`config.mk`:
```
export PLATFORM = sky130hd
export DESIGN_NAME = lsu_ctrl_flat
export DESIGN_NICKNAME = d
export VERILOG_FILES = /design/src/rtl/lsu_pkg.sv /design/src/rtl/lsu_ctrl_if.sv /design/src/rtl/lsu_align.sv /design/src/rtl/lsu_ctrl.sv /design/src/flat_wrapper.sv
export SDC_FILE = /design/constraint.sdc
export NUM_CORES = 1
export LEC_CHECK = 0
export CORE_ASPECT_RATIO = 0.8
export CORE_UTILIZATION = 44
export CTS_BUF_LIST = sky130_fd_sc_hd__clkbuf_4 sky130_fd_sc_hd__clkbuf_8 sky130_fd_sc_hd__clkbuf_16
export CTS_CLUSTER_DIAMETER = 80
export DETAILED_ROUTE_END_ITERATION = 8
export PLACE_DENSITY = 0.81
export SLEW_MARGIN = 5
export SYNTH_ARGS = -nofsm -noshare
export SYNTH_HDL_FRONTEND = slang
export SYNTH_SLANG_ARGS = --single-unit
```
`constraint.sdc`:
```
create_clock -name clk -period 2.3 [get_ports clk]
set_clock_uncertainty 0.2 [all_clocks]
set_input_delay 0.23 -clock clk [delete_from_list [all_inputs] [get_ports clk]]
set_output_delay 0.23 -clock clk [all_outputs]
set_load 0.02 [all_outputs]
```
`src/rtl/lsu_pkg.sv`:
```
// Shared encodings for the load/store unit: access-size funct3 codes, FSM states, legality helper.
// Latency: none (definitions only).
// Backpressure: not applicable.
package lsu_pkg;

    localparam logic [2:0] F3_B  = 3'b000;
    localparam logic [2:0] F3_H  = 3'b001;
    localparam logic [2:0] F3_W  = 3'b010;
    localparam logic [2:0] F3_BU = 3'b100;
    localparam logic [2:0] F3_HU = 3'b101;

    typedef enum logic [1:0] {
        IDLE = 2'd0,
        REQ  = 2'd1,
        DONE = 2'd2
    } lsuState_t;

    // Size/alignment legality of a request; stores have no unsigned variants.
    function automatic logic isLegal(input logic [2:0] f3, input logic [1:0] addrLo,
                                     input logic isStore);
        logic ok;
        case (f3)
            F3_B, F3_BU: ok = 1'b1;
            F3_H, F3_HU: ok = ~addrLo[0];
            F3_W:        ok = (addrLo == 2'b00);
            default:     ok = 1'b0;
        endcase
        if (isStore && f3[2]) begin
            ok = 1'b0;
        end
        return ok;
    endfunction

endpackage

```
`src/rtl/lsu_ctrl_if.sv`:
```
// Data-memory bus between the load/store unit (master) and memory (slave).
// Latency: none (wires only).
// Backpressure: master holds request fields stable until bus_ack.
interface lsu_ctrl_if;

    logic        bus_req;
    logic        bus_we;
    logic [3:0]  bus_be;
    logic [31:0] bus_addr;
    logic [31:0] bus_wdata;
    logic        bus_ack;
    logic        bus_err;
    logic [31:0] bus_rdata;

    modport master (
        output bus_req, bus_we, bus_be, bus_addr, bus_wdata,
        input  bus_ack, bus_err, bus_rdata
    );

    modport slave (
        input  bus_req, bus_we, bus_be, bus_addr, bus_wdata,
        output bus_ack, bus_err, bus_rdata
    );

endinterface

```
`src/rtl/lsu_align.sv`:
```
// Byte-lane steering: byte enables, store-data replication, load lane extraction and extension.
// Latency: purely combinational.
// Backpressure: none; outputs follow inputs.
module lsu_align
    import lsu_pkg::*;
(
    input  logic [2:0]  reqFunct3,
    input  logic [1:0]  reqAddrLo,
    input  logic [31:0] reqWdata,
    output logic [3:0]  byteEn,
    output logic [31:0] wdataRep,
    input  logic [2:0]  ldFunct3,
    input  logic [1:0]  ldAddrLo,
    input  logic [31:0] ldRaw,
    output logic [31:0] ldData
);

    logic [7:0]  laneByte;
    logic [15:0] laneHalf;

    // Store side: enables shifted into the addressed lane, data copied into every lane.
    always_comb begin
        byteEn   = 4'b1111;
        wdataRep = reqWdata;
        case (reqFunct3)
            F3_B, F3_BU: begin
                byteEn   = 4'b0001 << reqAddrLo;
                wdataRep = {4{reqWdata[7:0]}};
            end
            F3_H, F3_HU: begin
                byteEn   = 4'b0011 << reqAddrLo;
                wdataRep = {2{reqWdata[15:0]}};
            end
            default: ;
        endcase
    end

    // Load side: pick the addressed lane, then sign- or zero-extend by access type.
    always_comb begin
        case (ldAddrLo)
            2'd0:    laneByte = ldRaw[7:0];
            2'd1:    laneByte = ldRaw[15:8];
            2'd2:    laneByte = ldRaw[23:16];
            default: laneByte = ldRaw[31:24];
        endcase
        laneHalf = ldAddrLo[1] ? ldRaw[31:16] : ldRaw[15:0];
        case (ldFunct3)
            F3_B:    ldData = {{24{laneByte[7]}}, laneByte};
            F3_BU:   ldData = {24'd0, laneByte};
            F3_H:    ldData = {{16{laneHalf[15]}}, laneHalf};
            F3_HU:   ldData = {16'd0, laneHalf};
            default: ldData = ldRaw;
        endcase
    end

endmodule

```
`src/rtl/lsu_ctrl.sv`:
```
// Load/store control: single-outstanding data-bus access with stall, alignment checks and timeout.
// Latency: legal access done 2 cycles after request; illegal access done next cycle.
// Backpressure: stalls the core until done; bus fields held stable until bus_ack or timeout.
module lsu_ctrl
    import lsu_pkg::*;
#(
    parameter int TIMEOUT = 255
) (
    input  logic        clk,
    input  logic        reset,
    input  logic        MemRead,
    input  logic        MemWrite,
    input  logic [2:0]  funct3,
    input  logic [31:0] addr,
    input  logic [31:0] wdata,
    output logic        stall,
    output logic [31:0] rdata,
    output logic        done,
    output logic        fault,
    lsu_ctrl_if.master  busIf
);

    localparam logic [7:0] TIMEOUT_CNT = 8'(TIMEOUT);

    lsuState_t   state, nextState;
    logic [7:0]  waitCnt;
    logic [2:0]  reqFunct3;
    logic [1:0]  reqAddrLo;
    logic        busReq, busWe;
    logic [3:0]  busBe;
    logic [31:0] busAddr, busWdata;
    logic [31:0] rdataReg;
    logic        faultReg;

    logic        reqValid, reqStore, reqLegal, timedOut;
    logic [3:0]  byteEn;
    logic [31:0] wdataRep, ldData;

    assign reqValid = MemRead | MemWrite;
    assign reqStore = MemWrite;
    assign reqLegal = isLegal(funct3, addr[1:0], reqStore);
    assign timedOut = (waitCnt == TIMEOUT_CNT);

    lsu_align uAlign (
        .reqFunct3 (funct3),
        .reqAddrLo (addr[1:0]),
        .reqWdata  (wdata),
        .byteEn    (byteEn),
        .wdataRep  (wdataRep),
        .ldFunct3  (reqFunct3),
        .ldAddrLo  (reqAddrLo),
        .ldRaw     (busIf.bus_rdata),
        .ldData    (ldData)
    );

    // State register.
    always_ff @(posedge clk) begin
        if (reset) begin
            state <= IDLE;
        end else begin
            state <= nextState;
        end
    end

    // Next-state and stall decode; ack takes priority over the timeout in the same cycle.
    always_comb begin
        nextState = state;
        stall     = 1'b0;
        case (state)
            IDLE: begin
                stall = reqValid;
                if (reqValid) begin
                    nextState = reqLegal ? REQ : DONE;
                end
            end
            REQ: begin
                stall = 1'b1;
                if (busIf.bus_ack || timedOut) begin
                    nextState = DONE;
                end
            end
            DONE:    nextState = IDLE;
            default: nextState = IDLE;
        endcase
    end

    // Request latching, wait counter and completion capture.
    always_ff @(posedge clk) begin
        if (reset) begin
            busReq    <= 1'b0;
            busWe     <= 1'b0;
            busBe     <= 4'd0;
            busAddr   <= 32'd0;
            busWdata  <= 32'd0;
            reqFunct3 <= 3'd0;
            reqAddrLo <= 2'd0;
            waitCnt   <= 8'd0;
            rdataReg  <= 32'd0;
            faultReg  <= 1'b0;
        end else begin
            case (state)
                IDLE: begin
                    if (reqValid && reqLegal) begin
                        busReq    <= 1'b1;
                        busWe     <= reqStore;
                        busBe     <= byteEn;
                        busAddr   <= {addr[31:2], 2'b00};
                        busWdata  <= wdataRep;
                        reqFunct3 <= funct3;
                        reqAddrLo <= addr[1:0];
                        waitCnt   <= 8'd0;
                    end else if (reqValid) begin
                        faultReg <= 1'b1;
                        rdataReg <= 32'd0;
                    end
                end
                REQ: begin
                    if (busIf.bus_ack) begin
                        busReq   <= 1'b0;
                        faultReg <= busIf.bus_err;
                        rdataReg <= (busIf.bus_err || busWe) ? 32'd0 : ldData;
                    end else if (timedOut) begin
                        busReq   <= 1'b0;
                        faultReg <= 1'b1;
                        rdataReg <= 32'd0;
                    end else begin
                        waitCnt <= waitCnt + 8'd1;
                    end
                end
                default: ;
            endcase
        end
    end

    assign done            = (state == DONE);
    assign fault           = faultReg;
    assign rdata           = rdataReg;
    assign busIf.bus_req   = busReq;
    assign busIf.bus_we    = busWe;
    assign busIf.bus_be    = busBe;
    assign busIf.bus_addr  = busAddr;
    assign busIf.bus_wdata = busWdata;

endmodule

```
`src/flat_wrapper.sv`:
```
// flat-port wrapper written by rule: the top's interface ports become plain ports
module lsu_ctrl_flat import lsu_pkg::*;
#(
    parameter int TIMEOUT = 255
)
  (clk, reset, MemRead, MemWrite, funct3, addr, wdata, stall, rdata, done, fault, busIf_bus_req, busIf_bus_we, busIf_bus_be, busIf_bus_addr, busIf_bus_wdata, busIf_bus_ack, busIf_bus_err, busIf_bus_rdata);
  lsu_ctrl_if busIf_i ();
  input  logic clk;
  input  logic reset;
  input  logic MemRead;
  input  logic MemWrite;
  input  logic [2:0] funct3;
  input  logic [31:0] addr;
  input  logic [31:0] wdata;
  output logic stall;
  output logic [31:0] rdata;
  output logic done;
  output logic fault;
  output wire logic [$bits(busIf_i.bus_req)-1:0] busIf_bus_req;
  output wire logic [$bits(busIf_i.bus_we)-1:0] busIf_bus_we;
  output wire logic [$bits(busIf_i.bus_be)-1:0] busIf_bus_be;
  output wire logic [$bits(busIf_i.bus_addr)-1:0] busIf_bus_addr;
  output wire logic [$bits(busIf_i.bus_wdata)-1:0] busIf_bus_wdata;
  input wire logic [$bits(busIf_i.bus_ack)-1:0] busIf_bus_ack;
  input wire logic [$bits(busIf_i.bus_err)-1:0] busIf_bus_err;
  input wire logic [$bits(busIf_i.bus_rdata)-1:0] busIf_bus_rdata;
  assign busIf_bus_req = busIf_i.bus_req;
  assign busIf_bus_we = busIf_i.bus_we;
  assign busIf_bus_be = busIf_i.bus_be;
  assign busIf_bus_addr = busIf_i.bus_addr;
  assign busIf_bus_wdata = busIf_i.bus_wdata;
  assign busIf_i.bus_ack = busIf_bus_ack;
  assign busIf_i.bus_err = busIf_bus_err;
  assign busIf_i.bus_rdata = busIf_bus_rdata;
  lsu_ctrl #(.TIMEOUT(TIMEOUT)) u_core (.clk(clk), .reset(reset), .MemRead(MemRead), .MemWrite(MemWrite), .funct3(funct3), .addr(addr), .wdata(wdata), .stall(stall), .rdata(rdata), .done(done), .fault(fault), .busIf(busIf_i));
endmodule
```
# --- Word level (Yosys, flattened, before mapping) ---
# Index checks and enable logic that the tools add are counted.
op_classes:
  multipliers: 0
  n_shift: 2
  order_cmp: 0
  muxes: 31
  n_reduce_logical: 17
  n_bitwise: 2
  eq_ne: 19
  n_addsub: 1
  div_mod_pow: 0
op_table:
  columns: ["cell", "n"]
  rows:
  - ["2-to-1 mux 32 bit", 5]
  - ["one-hot mux 32 bit (2 select lines)", 2]
  - ["one-hot mux 32 bit (4 select lines)", 1]
  - ["2-to-1 mux 8 bit", 3]
  - ["one-hot mux 8 bit (3 select lines)", 1]
  - ["2-to-1 mux 16 bit", 1]
  - ["one-hot mux 8 bit (2 select lines)", 1]
  - ["equality test 3 bit, second input constant", 4]
  - ["adder 8 x 1 -> 8 bit, second input constant", 1]
  - ["equality test 8 bit, second input constant", 1]
  - ["2-to-1 mux 1 bit", 8]
  - ["one-hot mux 4 bit (2 select lines)", 1]
  - ["AND reduction 4 bit", 2]
  - ["equality test 3 x 1 -> 1 bit, second input constant", 2]
  - ["zero test 2 bit", 3]
  - ["zero test 3 bit", 2]
  - ["2-to-1 mux 2 bit", 3]
  - ["!= test 2 x 1 -> 1 bit, second input constant", 3]
  - ["!= test 2 bit, second input constant", 3]
  - ["one-hot mux 1 bit (2 select lines)", 3]
  - ["equality test 2 x 1 -> 1 bit, second input constant", 2]
  - ["equality test 2 bit, second input constant", 2]
  - ["one-hot mux 2 bit (2 select lines)", 1]
  - ["AND reduction 2 bit", 2]
  - ["12 further kinds", 15]
word_totals:
  memories: 0
  mem_bits_rw: 0
  out_inout_bits: 105
  mem_bits_ro: 0
  register_bits: 116
  input_bits: 105
  word_cells: 83
  latchBits: 0

# --- Longest topological paths before layout ---
logic_depth:
  word_depth: 7
  ltp_mapped: 8
  mapped_depth_nobuf: 5

# --- Modules after synthesis ---
# A second synthesis with hierarchy kept.
hier_totals:
  hier_cells: 713
  area_unflattened_um2: 5804.3
by_module_without_submodules:
  columns: ["mod", "n_inst", "cells_each", "seq_area_each_um2", "area_per_inst_um2"]
  rows:
  - ["lsu_ctrl", 1, 547, 2322.2, 4561.9]
  - ["lsu_align", 1, 166, 0.0, 1242.4]

# --- Least setup slack after synthesis ---
# No wires, ideal clock.
synth_timing:
  kind: "flip-flop to flip-flop"
  start: "register u_core.reqAddrLo[0]"
  end: "register u_core.rdataReg[15] (netlist: u_core.rdata[15])"
  period_less_slack_ps: 1846
  slack_ps: 454
  setup_ps: 117
  required_ps: 1983
  arrival_ps: 1528
  path_stages_with_launch: 6
  path_buffers: 1
  path_cell_list: "dfxtp_1 clkbuf_1 mux4_2 a21oi_4 o21ai_1 a32o_1"
synth_between:
  elab_chain_len: 6
  elab_cells_between_ends: 8
  classes_between: "eq/ne (2); mux (5); reduce/logical (1)"
synth_rtl:
  columns: ["item", "line", "rtl"]
  rows:
  - ["start, declared", "lsu_ctrl.sv:28", "logic [1:0] reqAddrLo;"]
  - ["start signal, assigned", "lsu_ctrl.sv:110", "reqAddrLo <= addr[1:0];"]
  - ["equality test 2 bit, or another cell as far along", "lsu_align.sv:40", "case (ldAddrLo)"]
  - ["one-hot mux 8 bit (3 select lines) *", "lsu_align.sv:40", null]
  - ["one-hot mux 32 bit (4 select lines) *", "lsu_align.sv:47", "case (ldFunct3)"]
  - ["2-to-1 mux 32 bit *", "lsu_ctrl.sv:121", "rdataReg <= (busIf.bus_err || busWe) ? 32'd0 : ldData;"]
  - ["2-to-1 mux 32 bit *", "lsu_ctrl.sv:118", "if (busIf.bus_ack) begin"]
  - ["one-hot mux 32 bit (2 select lines) *", "lsu_ctrl.sv:101", "case (state)"]
  - ["end signal, assigned", "lsu_ctrl.sv:121", null]
  - ["end, declared", "lsu_ctrl.sv:32", "logic [31:0] rdataReg;"]
# Mark *: on every way between the ends. The rest lies on a longest branch, timed or not.
# A chain may end at the register's enable or synchronous reset.

# --- Final worst setup path ---
layout_timing:
  start: "register u_core.reqAddrLo[0]"
  end: "register u_core.rdataReg[3] (netlist: u_core.rdata[3])"
# Same word-level chain as after synthesis.

==> results.ini <==
[status]
status=finished, violations left
failed_checks=design-rule violations

[route]
avgRoutedWirePerCell_um=17.3
final_antenna_net_count=0
drc_errors=14
vias_per_cell=5.56
first_iter_violations=475
num_vias=5440
wl_um=16900
firstDrtPassIters=9

[logic_synthesis]
syn_inst=612
synth-seq-area-share_pct=43.5
synth_enable_flop_cells=0
ys_warn_count=0
synth.ff_latch_count=116
ys_types=60
avgSynthCellArea_um2=8.73
synthFlopType=dfxtp_1
ys_async_sr_fraction_pct=0
synth_area_um2=5340

[critical_path]
cpPeakStageDelay_ns=0.64
cp_cell_sequence=nand2b_1 > a21oi_1 > buf_4 > o21ai_0 > o2bb2ai_1
end_kind=flip-flop
required_ns=2.44
start_kind=flip-flop
arrival_ns=2.40
critPathMaxFanout=15
crit_path_top_delay_cell=dfxtp_1
criticalPathCategory=reg -> reg

[sta]
slew-limit-headroom_pct=54.2
setup_violations=0
rsz0062_at_grt=false
finalHoldViolations=0
post-route-period-util_pct=98.3
slew_viol_final=0
tns_ns=0
tightest_slew_ns=0.687
timing.final.crit_period_ns=2.26
fmax_mhz=442

[place]
dpl.cell_count=945
dpl.hpwl_um=11900
gp_congestion=0.880
io_buffers=207

[pwr]
ir_drop_mv=0.589
power_uw=5950
power.internal_uw=4390
seqPwrFrac_pct=36.6
swShare_pct=26.3
power_per_cell_area_nw_per_um2=722
pwr-share-comb_pct=18.6
leakage_uw=0.00308
clkPwrFrac_pct=44.8
switching_power_uw=1560

[hold_path]
hold_path_class=in -> reg

[final_layout]
areaGrowthSynthToFinish_pct=54.4
layout_commonest_cell=clkdlybuf4s50_1
antennaDiodeCount=0
drive_gt1_share_pct=11.7
multi_input_area_um2=2720
fin_nets=923
layout_common_cells=clkdlybuf4s50_1 (206), nand2_1 (122), dfxtp_1 (115)
instances_no_fill=978
nFillCells=859
regArea_um2=2320

[floorplanning]
io_pins=210
core_um2=11600
row_count=35
die_y_um=101
dieArea_um2=12600
die_w_um=125
start_util_pct=45.8

[clock_tree]
cts_made_buffers=17
clockBufferDepth=2
cts_tree=done
h-tree-depth=4
post-cts-setup-buffers=0
clk_latency_ns=0.40
cts-root-buf=clkbuf_16
path_clk_slew_ns=0.05
clock_sinks=116

[grt]
grt_pass1_vias=5143
track_usage_pct=26.7
antenna_found_initial=0
grt_max_degree=67
grt_pass1_wl_um=26400
overflow=0

[flow_run]
cap_violations=0

critical path, delay by kind of cell, from the launching register on:
| kind | cells | cell delay [ns] |
|---|---|---|
| flops | 1 | 0.64 |
| buf+inv | 1 | 0.20 |
| simple gates | 1 | 0.42 |
| compound gates | 3 | 0.72 |
through the flow:
step                util, %  area [µm²]  hold slack (ns)  setup slack, ns
floorplan                 -        5340            0.166            0.454
global placement       65.4        7620            0.237           0.0566
detailed placement     65.4        7620            0.240          -0.0747
CTS                    70.7        8240            0.164           0.0573
global route           70.8        8240            0.175           0.0179
finish                 70.8        8240            0.168           0.0400
power by group through the flow:
stage | sequential [µW] | clock, µW | combinational, µW
6_report | 2180 | 2670 | 1110
5_1_grt | 2190 | 2780 | 1180
4_1_cts | 2180 | 2670 | 1100
3_5_place_dp | 2220 | 0 | 1090
3_3_place_gp | 2210 | 0 | 1060
2_1_floorplan | 2310 | 0 | 458
flip-flops by register name, summed over array words and instances (netlist names):
| signal | flops |
|---|---|
| u_core.busIf.bus_be | 4 |
| u_core.fault | 1 |
| u_core.busIf.bus_req | 1 |
| u_core.state | 2 |
| u_core.waitCnt | 8 |
| u_core.busIf.bus_we | 1 |
| u_core.busIf.bus_wdata | 32 |
| u_core.rdata | 32 |
| u_core.busIf.bus_addr | 30 |
| u_core.reqFunct3 | 3 |
| u_core.reqAddrLo | 2 |
synthesized netlist by cell type (all sizes together) (12+ instances only):
| library cell | number | area (µm²) |
|---|---|---|
| a21oi | 69 | 357 |
| a22oi | 17 | 128 |
| buf | 28 | 168 |
| clkbuf | 25 | 93.8 |
| dfxtp | 116 | 2320 |
| inv | 12 | 45.0 |
| mux2i | 17 | 170 |
| nand2 | 122 | 458 |
| nor2 | 29 | 109 |
| o211ai | 13 | 103 |
| o21ai | 23 | 115 |
| o2bb2ai | 23 | 264 |
layer usage:
layer	global-route usage [%]	vias to the layer above	part of all wire, %
li1	-	2602	-
met1	33.9	2582	44
met4	9.47	0	2.1
met3	6.63	30	6.2
met5	0	-	0
met2	44.4	226	48
path summary, 6_finish.rpt:
check | start | slack, ns | cells past startpoint | to
worst max-delay path | u_core.reqAddrLo[0] | 0.04 | 5 | u_core.rdata[3]
worst min-delay path | addr[9] | 0.17 | 3 | u_core.busIf.bus_addr[9]
worst max register to register | u_core.reqAddrLo[0] | 0.04 | 5 | u_core.rdata[3]
worst min register to register | u_core.busIf.bus_addr[9] | 0.25 | 2 | u_core.busIf.bus_addr[9]
timing repair:
action,CTS,global route
endpoints found under the hold margin,3,0
setup endpoints to repair,0,2
hold buffers,1,0
gates resized for setup,0,2
layout make-up:
class	count	share of cell area [%]
Multi-Input combinational cell	431	33.0
Timing Repair Buffer	238	28.7
Sequential cell	116	28.2
Clock buffer	24	6.10
Tap cell	148	2.25
Clock inverter	8	1.20
Inverter	13	0.592
kinds of logic (layout without fill, tap and decap cells):
| group | count (synthesis) | count (layout) | synth area share [%] |
|---|---|---|---|
| buffers and inverters | 66 | 283 | 5.81 |
| AOI/OAI and AO/OA | 197 | 197 | 27.3 |
| DFF | 116 | 116 | 43.5 |
| adders and majority gates | 1 | 1 | 0.234 |
| other | 1 | 2 | 0.0702 |
| muxes | 25 | 25 | 5.08 |
| xor gates and xnor gates | 3 | 3 | 0.492 |
| and+or+nand+nor | 203 | 203 | 17.5 |
Power figures use the tool's default switching activity.
